[src/rtl/tile_fetch_arbiter.sv]
// Tile-index RAM arbiter: prefetches the next block's tile code for the glyph
// pipeline and serves CPU reads/writes in the gaps between display fetches.
module tile_fetch_arbiter #(
    parameter int H_ACTIVE  = 640,
    parameter int V_ACTIVE  = 480,
    parameter int V_TOTAL   = 525,
    parameter int COLS      = 40,
    parameter int ROWS      = 30,
    parameter int FETCH_PIX = 8
) (
    input  logic        clk,
    input  logic        reset_n,
    input  logic        pixel_en,
    input  logic [9:0]  hCount,
    input  logic [9:0]  vCount,
    input  logic        cpu_req,
    input  logic        cpu_we,
    input  logic [10:0] cpu_addr,
    input  logic [7:0]  cpu_wdata,
    output logic        cpu_ack,
    output logic [7:0]  cpu_rdata,
    output logic [10:0] mem_addr,
    output logic        mem_we,
    output logic [7:0]  mem_wdata,
    input  logic [7:0]  mem_rdata,
    output logic [7:0]  tile_code,
    output logic        fetch_miss
);

    typedef enum logic [2:0] {
        IDLE, DISP_RD, DISP_CAP, CPU_RD, CPU_CAP, CPU_WR, CPU_NOP
    } state_t;

    state_t      state, state_nxt;
    logic        disp_pending, pending_nxt;
    logic [10:0] pend_addr, pend_addr_nxt;
    logic        next_valid, next_valid_nxt;
    logic [7:0]  tile_next, tile_next_nxt;
    logic [10:0] addr_nxt;
    logic        we_nxt;
    logic [7:0]  wdata_nxt;
    logic        ack_nxt;
    logic [7:0]  rdata_nxt;
    logic [7:0]  tile_code_nxt;
    logic        miss_nxt;

    logic [5:0]  col;
    logic        slot, boundary;
    logic [10:0] tgt_row, tgt_col, tgt_addr;

    assign col      = hCount[9:4];
    assign slot     = pixel_en && (hCount[3:0] == 4'(FETCH_PIX)) && (hCount < 10'(H_ACTIVE))
                      && ((vCount < 10'(V_ACTIVE)) || (col == 6'(COLS - 1)));
    assign boundary = pixel_en && (hCount[3:0] == 4'hF) && (hCount < 10'(H_ACTIVE));

    // Last column of a line prefetches column 0 of the row the next line draws;
    // the last visible line and the last frame line both wrap to row 0.
    always_comb begin
        if (col < 6'(COLS - 1)) begin
            tgt_col = {5'd0, col} + 11'd1;
            tgt_row = {6'd0, vCount[8:4]};
        end else begin
            tgt_col = '0;
            if ((vCount >= 10'(V_ACTIVE - 1)) || (vCount == 10'(V_TOTAL - 1)))
                tgt_row = '0;
            else
                tgt_row = ({1'b0, vCount} + 11'd1) >> 4;
        end
        tgt_addr = tgt_row * 11'(COLS) + tgt_col;
    end

    always_ff @(posedge clk) begin
        if (!reset_n) begin
            state        <= IDLE;
            disp_pending <= 1'b0;
            pend_addr    <= '0;
            next_valid   <= 1'b0;
            tile_next    <= '0;
            mem_addr     <= '0;
            mem_we       <= 1'b0;
            mem_wdata    <= '0;
            cpu_ack      <= 1'b0;
            cpu_rdata    <= '0;
            tile_code    <= '0;
            fetch_miss   <= 1'b0;
        end else begin
            state        <= state_nxt;
            disp_pending <= pending_nxt;
            pend_addr    <= pend_addr_nxt;
            next_valid   <= next_valid_nxt;
            tile_next    <= tile_next_nxt;
            mem_addr     <= addr_nxt;
            mem_we       <= we_nxt;
            mem_wdata    <= wdata_nxt;
            cpu_ack      <= ack_nxt;
            cpu_rdata    <= rdata_nxt;
            tile_code    <= tile_code_nxt;
            fetch_miss   <= miss_nxt;
        end
    end

    always_comb begin
        state_nxt      = state;
        pending_nxt    = disp_pending;
        pend_addr_nxt  = pend_addr;
        next_valid_nxt = next_valid;
        tile_next_nxt  = tile_next;
        addr_nxt       = mem_addr;
        we_nxt         = 1'b0;
        wdata_nxt      = mem_wdata;
        ack_nxt        = 1'b0;
        rdata_nxt      = cpu_rdata;
        tile_code_nxt  = tile_code;
        miss_nxt       = 1'b0;

        if (slot) begin
            pending_nxt   = 1'b1;
            pend_addr_nxt = tgt_addr;
        end

        if (boundary) begin
            if (next_valid) begin
                tile_code_nxt  = tile_next;
                next_valid_nxt = 1'b0;
            end else begin
                miss_nxt = 1'b1;
            end
        end

        case (state)
            IDLE: begin
                if (disp_pending || slot) begin
                    addr_nxt    = slot ? tgt_addr : pend_addr;
                    pending_nxt = 1'b0;
                    state_nxt   = DISP_RD;
                end else if (cpu_req && !cpu_ack) begin
                    // cpu_ack=1 marks the previous request's completion cycle
                    if (cpu_addr >= 11'(COLS * ROWS)) begin
                        state_nxt = CPU_NOP;
                    end else if (cpu_we) begin
                        addr_nxt  = cpu_addr;
                        wdata_nxt = cpu_wdata;
                        we_nxt    = 1'b1;
                        state_nxt = CPU_WR;
                    end else begin
                        addr_nxt  = cpu_addr;
                        state_nxt = CPU_RD;
                    end
                end
            end
            DISP_RD:  state_nxt = DISP_CAP;
            DISP_CAP: begin
                tile_next_nxt  = mem_rdata;
                next_valid_nxt = 1'b1;
                state_nxt      = IDLE;
            end
            CPU_RD:   state_nxt = CPU_CAP;
            CPU_CAP: begin
                rdata_nxt = mem_rdata;
                ack_nxt   = 1'b1;
                state_nxt = IDLE;
            end
            CPU_WR: begin
                ack_nxt   = 1'b1;
                state_nxt = IDLE;
            end
            CPU_NOP: begin
                rdata_nxt = '0;
                ack_nxt   = 1'b1;
                state_nxt = IDLE;
            end
            default:  state_nxt = IDLE;
        endcase
    end

endmodule

[config.mk]
export PLATFORM = sky130hd
export DESIGN_NAME = tile_fetch_arbiter
export DESIGN_NICKNAME = d
export VERILOG_FILES = /design/src/rtl/tile_fetch_arbiter.sv
export SDC_FILE = /design/constraint.sdc
export NUM_CORES = 1
export LEC_CHECK = 0
export BUFFER_PORTS_ARGS = -buffer_cell sky130_fd_sc_hd__clkbuf_2
export CORE_MARGIN = 2
export CORE_UTILIZATION = 47
export DETAILED_ROUTE_END_ITERATION = 10
export GPL_TIMING_DRIVEN = 0
export PLACE_DENSITY = 0.8
export RECOVER_POWER = 100
export SYNTH_ARGS = -nofsm -noshare
export SYNTH_HDL_FRONTEND = slang
export SYNTH_SLANG_ARGS = --single-unit
[constraint.sdc]
create_clock -name clk -period 3.5 [get_ports clk]
set_input_delay 0.175 -clock clk [delete_from_list [all_inputs] [get_ports clk]]
set_output_delay 0.175 -clock clk [all_outputs]
set_load 0.02 [all_outputs]
; After elaboration in Yosys (flattened, before gate mapping)
; Cells that the tools add are included.
[totals]
regBits = 62
input_bits = 52
[classes]
n_addsub = 3
n_lt_le_gt_ge = 5
multipliers = 1
n_mux = 21
n_reduce_logical = 20
n_bitwise = 5
eq_ne = 12
[op_table]
columns = operator, count
row1 = $mux W11, 5
row2 = $pmux W8 S2, 1
row3 = $mux W7, 2
row4 = $mux W3, 4
row5 = $add A10 B1 Y11 const B, 1
row6 = $add A11 B11 Y11, 1
row7 = $ge A11 B11 Y1 const B, 1
row8 = $mul A11 B3 Y8 const B, 1
row9 = $eq A10 B10 Y1 const B, 1
row10 = $ge A10 B9 Y1 const B, 1
row11 = $lt A10 B10 Y1 const B, 1
row12 = $lt A10 B9 Y1 const B, 1
row13 = $eq A3 B3 Y1 const B, 3
row14 = $pmux W3 S3, 1
row15 = $eq A4 B4 Y1 const B, 2
row16 = $mux W1, 8
row17 = $add A6 B1 Y7 const B, 1
row18 = $eq A3 B2 Y1 const B, 2
row19 = $eq A6 B6 Y1 const B, 1
row20 = $logic_and A1 B1 Y1, 6
row21 = $lt A6 B6 Y1 const B, 1
row22 = $reduce_bool A2 Y1, 3
row23 = $not A1 Y1, 5
row24 = $reduce_and A5 Y1, 1
row25 = other kinds (10), 13

; Logic depth before layout (Yosys ltp)
; Gate-level depths: netlist (run 1).
[logic_depth]
depth_word = 8
depth_mapped = 14

; Worst setup path after synthesis (run 1)
; OpenSTA, ideal clock, no wires.
[synth_timing]
path_type = input port to flip-flop
startpoint = input port hCount[4]
endpoint = register mem_addr[10]
setup_slack_ps = 111
path_buffers = 0
t_arrival_ps = 3256
stages = 13
setup_time_ps = 133
path_cell_list = ha_1 > and2_1 > o31a_1 > o21a_1 > nor2_1 > ha_1 > ha_1 > fa_1 > and3_1 > a221o_1 > nor4b_1 > mux2i_1 > o22ai_1
[synth_between]
elab_chain_len = 6
[synth_rtl]
columns = item, line
row1 = "start, declared", 14  ; input logic [9:0] hCount,
row2 = $lt A6 B6 Y1 (tied with other cells), 59  ; if (col < 6'(COLS - 1)) begin
row3 = $mux W11 (tied with other cells), 59
row4 = $mul A11 B3 Y8 or $logic_and A1 B1 Y1 (tied branches), "69, 53"
row5 = $add A11 B11 Y11 or $logic_or A1 B1 Y1 (tied branches), "69, 132"
row6 = $mux W11 (tied with other cells), -
row7 = $mux W11 or $reduce_and A3 Y1 (tied branches), -
row8 = "end signal, assigned", 92  ; mem_addr <= addr_nxt;
row9 = "end, declared", 22  ; output logic [10:0] mem_addr,
; Several ways; a longest one is shown, not always the timed one.
; A chain may end at the register's enable or synchronous reset.

; Final worst setup path (run 1)
; Ends and elaborated chain as after synthesis.

==> flow_summary.toml, run 1 <==
[outcome]
status = "finished clean"

[floorplanning]
initial_core_util_pct = 48.39
die_x_microns = 87.41
coreArea_sq_mm = 0.006756
num_rows = 30
ios = 90
die-area_sq_mm = 0.007640
die_h_microns = 87.41

[setup_path]
slowest_stage = "fa_2"
worstPathArrival_ns = 3.57
path_class = "in -> reg"
cp-end-kind = "flip-flop"
startpoint_type = "input port"
crit_fanout = 7
cpPeakStageDelay_ns = 0.60
path_cells = "clkbuf_2 -> ha_1 -> and2_4 -> o31a_1 -> nand2_1 -> xor2_1 -> nor2_4 -> ha_1 -> ha_2 -> fa_2 -> and3_1 -> a221o_1 -> nor4b_4 -> mux2i_1 -> o22ai_1"
required_ns = 3.70
worst_path_most_repeated_cell = "ha_1"

[worst_hold_path]
hold_class = "in -> reg"

[final_layout]
drive_gt1_share_pct = 17.70
num_antenna_cells = 0
fin_util_pct = 59.20
fin_cells = 566
areaGrowthSynthToFinish_pct = 22.35
fillers = 660
fin_nets = 549

[global_route]
grt_pass1_wl_microns = 13600
grt_pass1_vias = 3017
grt_max_degree = 14
overflow = 0
track_usage_pct = 22.56
antenna_found_initial = 0

[route]
viasPerCell = 5.565
drt-met1-wl_microns = 3810
first_pass_iters = 4
ant_nets = 0
wl_met2_microns = 4038
vias = 3150
drt-initial-drc-count = 178
met3_length_microns = 511
drt-wirelength-per-cell_microns = 15.01
drc_errors = 0
wl_microns = 8494
highest_layer = "met4"

[yosys]
yosysSeqAreaShare_pct = 37.96
synth_common_cells = "dfxtp_1, nand2_1, nor2_1"
async_reset_ff_share_pct = 0
ys.flop_type = "dfxtp_1"
yosysUniqueCellTypes = 57
synthCells = 379
synth_top_area_share_pct = 37.96
synth_edf_count = 0
yosysTopAreaCell = "dfxtp_1"
synth_area_leaders = "dfxtp_1, nand2_1, mux2i_1"
yosys_warnings = 0
syn_area_per_cell_sq_um = 8.626
syn-cell-area_sq_mm = 0.003269
yosys_register_bits = 62

[clocking]
cts_buffers = 9
clk_pin_slew_ns = 0.08
cts_tree = "done"
root_buffer = "clkbuf_8"
holdBufCountCts = 0
clkLatencyLatePin_ns = 0.34
clk_path_buf_depth = 2
cts_max_level = 3
cts.sinks = 62

[place]
gp_congestion = 0.9239
numPortBuffers = 88
dp_slack_ns = -0.3733
hpwl_microns = 6520
dpl.cell_count = 549

[sta]
fmax_mhz = 297.2
tightest_slew_ns = 1.314
max_slew_margin_pct = 11.75
drv_slew = 0
post-route-period-util_pct = 96.15
finalSetupViolCount = 0
timing.final.hold_violations = 0
fin_crit_ns = 3.365
fin_skew_ns = 0.01211
timing.final.ws_setup_ns = 0.1349

[job]
cap_violations = 0

[power_and_ir_drop]
ir_drop_mv = 0.2963
powerDensity_mw_per_mm2 = 471.4
leakagePower_nw = 1.612
[layer usage]
metal	up-vias	global-route usage [%]
met5	-	0
met4	0	8.252
met3	11	4.929
met2	100	37.88
met1	1474	28.32
li1	1565	-
[final cells by class]
class	instances	area [sq um]	area share (%)
Buffer	19	76.32	1.908
Clock buffer	9	123.9	3.097
Clock inverter	7	105.1	2.627
Inverter	8	30.03	0.7507
Multi-Input combinational cell	292	1924	48.11
Sequential cell	62	1241	31.03
Tap cell	80	100.1	2.502
Timing Repair Buffer	89	399.1	9.978
[sequential cells by signal (all words and copies together), names as in the netlist]
register	cells
cpu_ack	1
cpu_rdata	8
disp_pending	1
fetch_miss	1
mem_addr	11
mem_wdata	8
mem_we	1
next_valid	1
pend_addr	11
state	3
tile_code	8
tile_next	8
[worst paths after layout]
path	startpoint	slack, ns	cells past startpoint	to
min	mem_rdata[6]	0.06	3	tile_next[6]
max reg2reg	disp_pending	1.11	5	mem_wdata[3]
min reg2reg	tile_next[5]	0.46	2	tile_next[5]
max	hCount[4]	0.13	15	mem_addr[10]
[where the power goes]
group | leakage [nW] | total (mW) | internal [mW] | switching, mW
Sequential | 0.503 | 0.771 | 0.745 | 0.0256
Combinational | 0.997 | 0.401 | 0.149 | 0.252
Clock | 0.112 | 0.714 | 0.412 | 0.302
[kinds of logic (layout without fill, tap and decap cells)]
family                     count (synthesis)  count (layout)  share of synthesized area, %
and+or+nand+nor                          150             150                         22.35
AOI/OAI and AO/OA                         86              86                         18.52
DFF                                       62              62                         37.96
buffers and inverters                     27             132                         3.482
muxes                                     25              25                         7.769
adders and majority gates                 16              16                         6.583
xor gates and xnor gates                  12              12                         3.215
other                                      1               3                        0.1147
[cells in the final DEF (no fill, tap or decap), types with 2 or more instances in the layout]
cell type	netlist	final
a221o_1	2	2
o211ai_1	6	6
and2_1	3	2
o21ai_0	11	13
clkbuf_1	13	53
conb_1	1	3
and3_1	9	8
and4_1	2	2
xnor2_1	6	6
xor2_1	6	6
o22ai_1	4	4
nor3b_1	9	9
or4_1	6	6
bufinv_16	0	2
clkbuf_8	0	9
inv_6	0	2
nor2_1	33	32
buf_2	3	3
nand4_1	1	2
nand2_1	62	62
inv_1	7	7
mux2_2	3	3
o311ai_0	1	3
dfxtp_1	62	62
o21a_1	4	4
mux2i_1	22	22
clkbuf_2	1	50
nor4_1	2	2
nand3_1	8	8
a21boi_0	3	3
o2111ai_1	8	8
ha_1	14	13
a31oi_1	2	2
a21oi_1	30	30
nor3_1	6	7
[stage by stage]
step / hold slack (ns) / total power [mW] / instance area (sq um) / TNS [ns]
global route: 0.05813 / 1.972 / 4000 / -0.002865
CTS: 0.04120 / 1.899 / 4049 / 0
floorplan: 0.3110 / 1.054 / 3277 / 0
detailed placement: 0.4121 / 1.184 / 3817 / -1.369
global placement: 0.4051 / 1.171 / 3817 / -1.051
finish: 0.06028 / 1.886 / 4000 / 0
[worst max-delay path: cells and delay by family]
| family | cells | cell delay (ns) |
|---|---|---|
| compound gates | 3 | 0.67 |
| mux | 1 | 0.32 |
| simple gates | 5 | 0.74 |
| fa+ha+maj | 4 | 1.31 |
| xor+xnor | 1 | 0.24 |
| buf+inv | 1 | 0.11 |
[timing repair]
action / CTS / global route
setup endpoints to repair: 1 / 5
resized for setup: 1 / 9
endpoints found under the hold margin: 0 / 0
pin swaps: 0 / 5
setup buffers: 0 / 1
Note: power is estimated with default switching activity, not from simulation.
==> run 2: changes to the inputs <==
--- a/config.mk
+++ b/config.mk
@@ -7,10 +7,11 @@
 export LEC_CHECK = 0
 export BUFFER_PORTS_ARGS = -buffer_cell sky130_fd_sc_hd__clkbuf_2
 export CORE_MARGIN = 2
-export CORE_UTILIZATION = 47
+export CORE_UTILIZATION = 49
+export CTS_BUF_LIST = sky130_fd_sc_hd__clkbuf_8
 export DETAILED_ROUTE_END_ITERATION = 10
 export GPL_TIMING_DRIVEN = 0
-export PLACE_DENSITY = 0.8
+export PLACE_DENSITY = 0.82
 export RECOVER_POWER = 100
 export SYNTH_ARGS = -nofsm -noshare
 export SYNTH_HDL_FRONTEND = slang
==> constraint.sdc (replaced) <==
create_clock -name clk -period 3.5 [get_ports clk]
set_input_delay 0.175 -clock clk [delete_from_list [all_inputs] [get_ports clk]]
set_output_delay 0.175 -clock clk [all_outputs]
set_load 0.01 [all_outputs]
==> run 2 against run 1 <==
  * Sequential share of layout area down 0.13 points
  * Worst hold slack worse by 0.00069 ns
  * Die area down 3.9%
  * Core utilization up 3.7 points
  * Clock skew down 0.0031 ns
  * Non-clock buffer count up 2
  * Global-route usage up 0.80 points
  * Critical path type unchanged
==> flow_summary.toml, run 2 (synthesized netlist as in run 1, its figures left out) <==
[final_layout]
fin_cells = 565
reg_top3 = "mem_addr x11, pend_addr x11"
areaGrowthSynthToFinish_pct = 22.85
num_antenna_cells = 0
fin_nets = 551
drive_gt1_share_pct = 18.65
final_cell_mix = "nand2_1, dfxtp_1, clkbuf_1"

[worst_hold_path]
hold_class = "in -> reg"
worst_hold_startpoint = "cpu_wdata[2]"

[floorplanning]
die-area_sq_mm = 0.007342
ios = 90
die_x_microns = 85.69
die_h_microns = 85.69
coreArea_sq_mm = 0.006386
initial_core_util_pct = 51.20
num_rows = 29

[sta]
fmax_mhz = 296.6
timing.final.hold_violations = 0
finalSetupViolCount = 0
post-route-period-util_pct = 96.32
drv_slew = 0
tightest_slew_ns = 1.305
fin_skew_ns = 0.009014
max_slew_margin_pct = 12.31
fin_crit_ns = 3.371

[place]
gp_congestion = 0.8469
hpwl_microns = 6333
dpl.cell_count = 546
numPortBuffers = 88

[power_and_ir_drop]
finalPower_mw = 1.865
ir_drop_mv = 0.3687
powerDensity_mw_per_mm2 = 464.3
leakagePower_nw = 1.638

[job]
cap_violations = 0

[setup_path]
path_cells = "clkbuf_2 -> ha_1 -> and2_4 -> o31a_1 -> and3_1 -> xnor2_1 -> nor2_1 -> ha_1 -> ha_2 -> fa_2 -> and3_1 -> a221o_1 -> nor4b_4 -> mux2i_1 -> o22ai_1"
required_ns = 3.71
cpPeakStageDelay_ns = 0.61
startpoint_type = "input port"
worstPathArrival_ns = 3.58
reg2reg_from = "disp_pending"
crit_fanout = 8
cp_num_buf_inv = 1
startpoint = "hCount[4]"
cp-end-kind = "flip-flop"
critPathTopFamily = "adder cells"
path_class = "in -> reg"
slowest_stage = "fa_2"

[global_route]
grt_pass1_wl_microns = 13720
overflow = 0
grt_pass1_vias = 3023
antenna_found_initial = 0
grt_max_degree = 13
track_usage_pct = 23.36

[route]
viasPerCell = 5.690
ant_nets = 0
drt-initial-drc-count = 197
first_pass_iters = 5
vias = 3215
drc_errors = 0
drt-wirelength-per-cell_microns = 15.39
wl_microns = 8696

[clocking]
clk_pin_slew_ns = 0.07
cts_tree = "done"
root_buffer = "clkbuf_8"
cts_buffers = 9
clkLatencyLatePin_ns = 0.34
cts_max_level = 3
clk_path_buf_depth = 2
cts.sinks = 62

[outcome]
status = "finished clean"
## run 2: cell types whose count changed in the layout (fill, tap and decap cells not counted), moves of 2 or more
cell,change
buf_4,+3
clkinv_2,+2
o311ai_0,-2
o311ai_1,+2
xnor2_1,-2
xnor2_2,+2
## run 2: final timing paths
| path | cells after the start | slack (ns) | to |
|---|---|---|---|
| worst min-delay path | 3 | 0.06 | mem_wdata[2] |
| worst max register to register | 5 | 1.11 | mem_wdata[4] |
| worst min register to register | 2 | 0.46 | tile_next[2] |
| worst max-delay path | 15 | 0.13 | mem_addr[10] |
## run 2: layer usage
layer / global-route usage (%) / share of wire [%] / vias to the layer above
li1: - / - / 1578
met1: 28.94 / 42 / 1499
met2: 39.49 / 49 / 126
met3: 6.449 / 7.2 / 12
met4: 7.359 / 1.3 / 0
met5: 0 / 0 / -
## run 2: final cells by class
cell class,count,area [sq um]
Fill cell,593,2370
Multi-Input combinational cell,292,1938
Sequential cell,62,1241
Timing Repair Buffer,91,414.1
Clock buffer,9,123.9
Clock inverter,7,96.34
Tap cell,77,96.34
Buffer,19,76.32
Inverter,8,30.03
## run 2: power breakdown
part	internal [mW]	switching [mW]
combinational	0.158	0.244
clock	0.403	0.290
sequential	0.746	0.0250
## run 2: per-stage QoR
step	worst slack, ns	util (%)	hold slack [ns]	area (sq um)	setup TNS, ns
3_5_place_dp	-0.3835	59.72	0.4128	3814	-1.338
2_1_floorplan	0.1113	-	0.3110	3277	0
6_report	0.1287	62.89	0.05958	4016	0
4_1_cts	0.02332	63.21	0.05670	4036	0
3_3_place_gp	-0.3145	59.72	0.4051	3814	-0.9906
5_1_grt	-0.03240	62.89	0.06028	4016	-0.05439
## run 2: repair_timing
item	in CTS	in global routing
setup buffers	0	3
endpoints found under the setup margin	1	5
endpoints found under the hold margin	0	0
pin swaps	0	7
gates cloned	0	0
hold buffers	0	0
resized for setup	1	11
## run 2: worst register-to-register path, cell delays in order (launching register included)
cell and delay (ns):
dfxtp_1 0.30, clkbuf_2 0.22, inv_1 0.13, o21ai_0 0.26, nor3_1 1.12, mux2i_1 0.29
==> run 3: changes to the inputs <==
--- a/config.mk
+++ b/config.mk
@@ -6,11 +6,11 @@
 export NUM_CORES = 1
 export LEC_CHECK = 0
 export BUFFER_PORTS_ARGS = -buffer_cell sky130_fd_sc_hd__clkbuf_2
+export CORE_ASPECT_RATIO = 2
 export CORE_MARGIN = 2
 export CORE_UTILIZATION = 49
 export CTS_BUF_LIST = sky130_fd_sc_hd__clkbuf_8
 export DETAILED_ROUTE_END_ITERATION = 10
-export GPL_TIMING_DRIVEN = 0
 export PLACE_DENSITY = 0.82
 export RECOVER_POWER = 100
 export SYNTH_ARGS = -nofsm -noshare
==> run 3 against run 2 <==
  * The flow now finishes with violations (capacitance limit, slew limit)
  * Die area is 0.54% higher
  * Core utilization is 2.4 points lower
  * Combinational power is 11% lower
  * Sequential cell count stayed put
  * Worst setup slack better by 0.19 ns
  * Register-to-register slack worse by 0.12 ns
  * Largest power group unchanged
  * Routed wire length is 14% lower
  * Non-clock buffer count is 14 lower
  * Critical path type unchanged
  * Clock power hardly changed
==> flow_summary.toml, run 3 (synthesized netlist as in run 1, its figures left out) <==
[place]
hpwl_microns = 5522
numPortBuffers = 89
gp_congestion = 0.9494
dpl.cell_count = 546

[sta]
drv_slew = 46
fin_crit_ns = 3.179
fin_skew_ns = 0.007370
tightest_slew_ns = 1.680
timing.final.hold_violations = 0
fmax_mhz = 314.6
post-route-period-util_pct = 90.83
rsz0062_at_grt = "false"
finalSetupTns_ns = 0
finalSetupViolCount = 0
max_slew_margin_pct = -12.01

[clocking]
holdBufCountCts = 0
cts_resized = 0
cts_setup_buffers = 0
clk_path_buf_depth = 2
cts.sinks = 62
clkLatencyLatePin_ns = 0.33
clk_pin_slew_ns = 0.08
root_buffer = "clkbuf_8"
cts_buffers = 9
cts_tree = "done"
cts_max_level = 3

[route]
first_pass_iters = 4
drc_errors = 0
vias = 3044
wl_met2_microns = 3641
wl_microns = 7469
highest_layer = "met4"
drt-wirelength-per-cell_microns = 13.29
viasPerCell = 5.416
ant_nets = 0
met3_length_microns = 489
drt-initial-drc-count = 177
drt-met1-wl_microns = 3270

[floorplanning]
coreArea_sq_mm = 0.006516
die_x_microns = 61.76
die_h_microns = 119.5
ios = 90
die-area_sq_mm = 0.007382
num_rows = 42
initial_core_util_pct = 50.17

[global_route]
grt_max_degree = 46
grt_pass1_wl_microns = 12170
track_usage_pct = 21.23
antenna_found_initial = 0
overflow = 0
grt_pass1_vias = 2918

[worst_hold_path]
min_path_cells = 3
worst_hold_startpoint = "cpu_wdata[3]"
hold_class = "in -> reg"
holdPathEnd = "mem_wdata[3]"

[final_layout]
areaGrowthSynthToFinish_pct = 20.63
drive_gt1_share_pct = 16.88
fillers = 640
fin_nets = 537
reg_top3 = "mem_addr x11, pend_addr x11"
final_cell_mix = "nand2_1, dfxtp_1, clkbuf_2"
num_antenna_cells = 0
fin_cells = 562

[setup_path]
startpoint_type = "input port"
required_ns = 3.70
reg2reg_depth = 3
crit_fanout = 6
r2r_slack_ns = 0.99
path_cells = "clkbuf_1 -> ha_1 -> and2_0 -> o31a_1 -> nand4_1 -> xor2_1 -> nor2_1 -> ha_1 -> ha_1 -> fa_1 -> and3_1 -> a221o_1 -> nor4b_1 -> mux2i_1 -> o22ai_1"
worst_path_most_repeated_cell = "ha_1"
path_class = "in -> reg"
slowest_stage = "fa_1"
cp_num_buf_inv = 1
cp-end-kind = "flip-flop"
r2r-end = "mem_wdata[1]"
reg2reg_from = "state[1]"
cpPeakStageDelay_ns = 0.51
worstPathArrival_ns = 3.38
critPathTopFamily = "adder cells"

[outcome]
violations = "capacitance limit, slew limit"
status = "complete, but fails checks"

[power_and_ir_drop]
powerDensity_mw_per_mm2 = 461.8
leakagePower_nw = 1.596
ir_drop_mv = 0.2494

[job]
cap_violations = 1
## run 3: final cells by class
| type | count | area (sq um) | area share (%) |
|---|---|---|---|
| Clock buffer | 9 | 123.9 | 3.141 |
| Tap cell | 88 | 110.1 | 2.792 |
| Clock inverter | 7 | 97.59 | 2.475 |
| Inverter | 8 | 30.03 | 0.7614 |
| Sequential cell | 62 | 1241 | 31.47 |
| Timing Repair Buffer | 96 | 436.7 | 11.07 |
| Multi-Input combinational cell | 292 | 1904 | 48.29 |
## run 3: worst reg2reg max path: cells and delay by family (launching register included)
| kind | cells | cell delay [ns] |
|---|---|---|
| flops | 1 | 0.44 |
| mux | 1 | 0.28 |
| simple gates | 2 | 1.71 |
## run 3: metal layers
metal	global-route usage, %	up-vias
li1	-	1540
met1	26.36	1394
met2	34.34	102
met3	5.603	8
met4	7.447	0
met5	0	-
## run 3: worst max path at each step
stage | startpoint | cells after the start | end | slack [ns]
after floorplan | hCount[4] | 13 | mem_addr[10] | 0.11
after global placement | hCount[4] | 15 | mem_addr[10] | 0.04
after detailed placement | hCount[4] | 15 | mem_addr[10] | -0.02
after CTS | hCount[4] | 15 | mem_addr[10] | 0.34
after global routing | hCount[4] | 15 | mem_addr[10] | 0.10
final | hCount[4] | 15 | mem_addr[10] | 0.32
## run 3: stage by stage
step	worst slack, ns	hold WS, ns	total power [mW]	cell area (sq um)	util, %
after floorplan	0.1113	0.3110	1.036	3277	-
after global placement	0.04158	0.4036	1.150	3801	58.33
after detailed placement	-0.02222	0.4206	1.157	3801	58.33
after CTS	0.3352	0.05023	1.846	4023	61.73
after global routing	0.1025	0.04943	1.919	3944	60.52
final	0.3210	0.06054	1.821	3944	60.52
## run 3: where the power goes
part,internal (mW),switching (mW)
Sequential,0.746,0.0285
Combinational,0.142,0.215
Clock,0.403,0.287
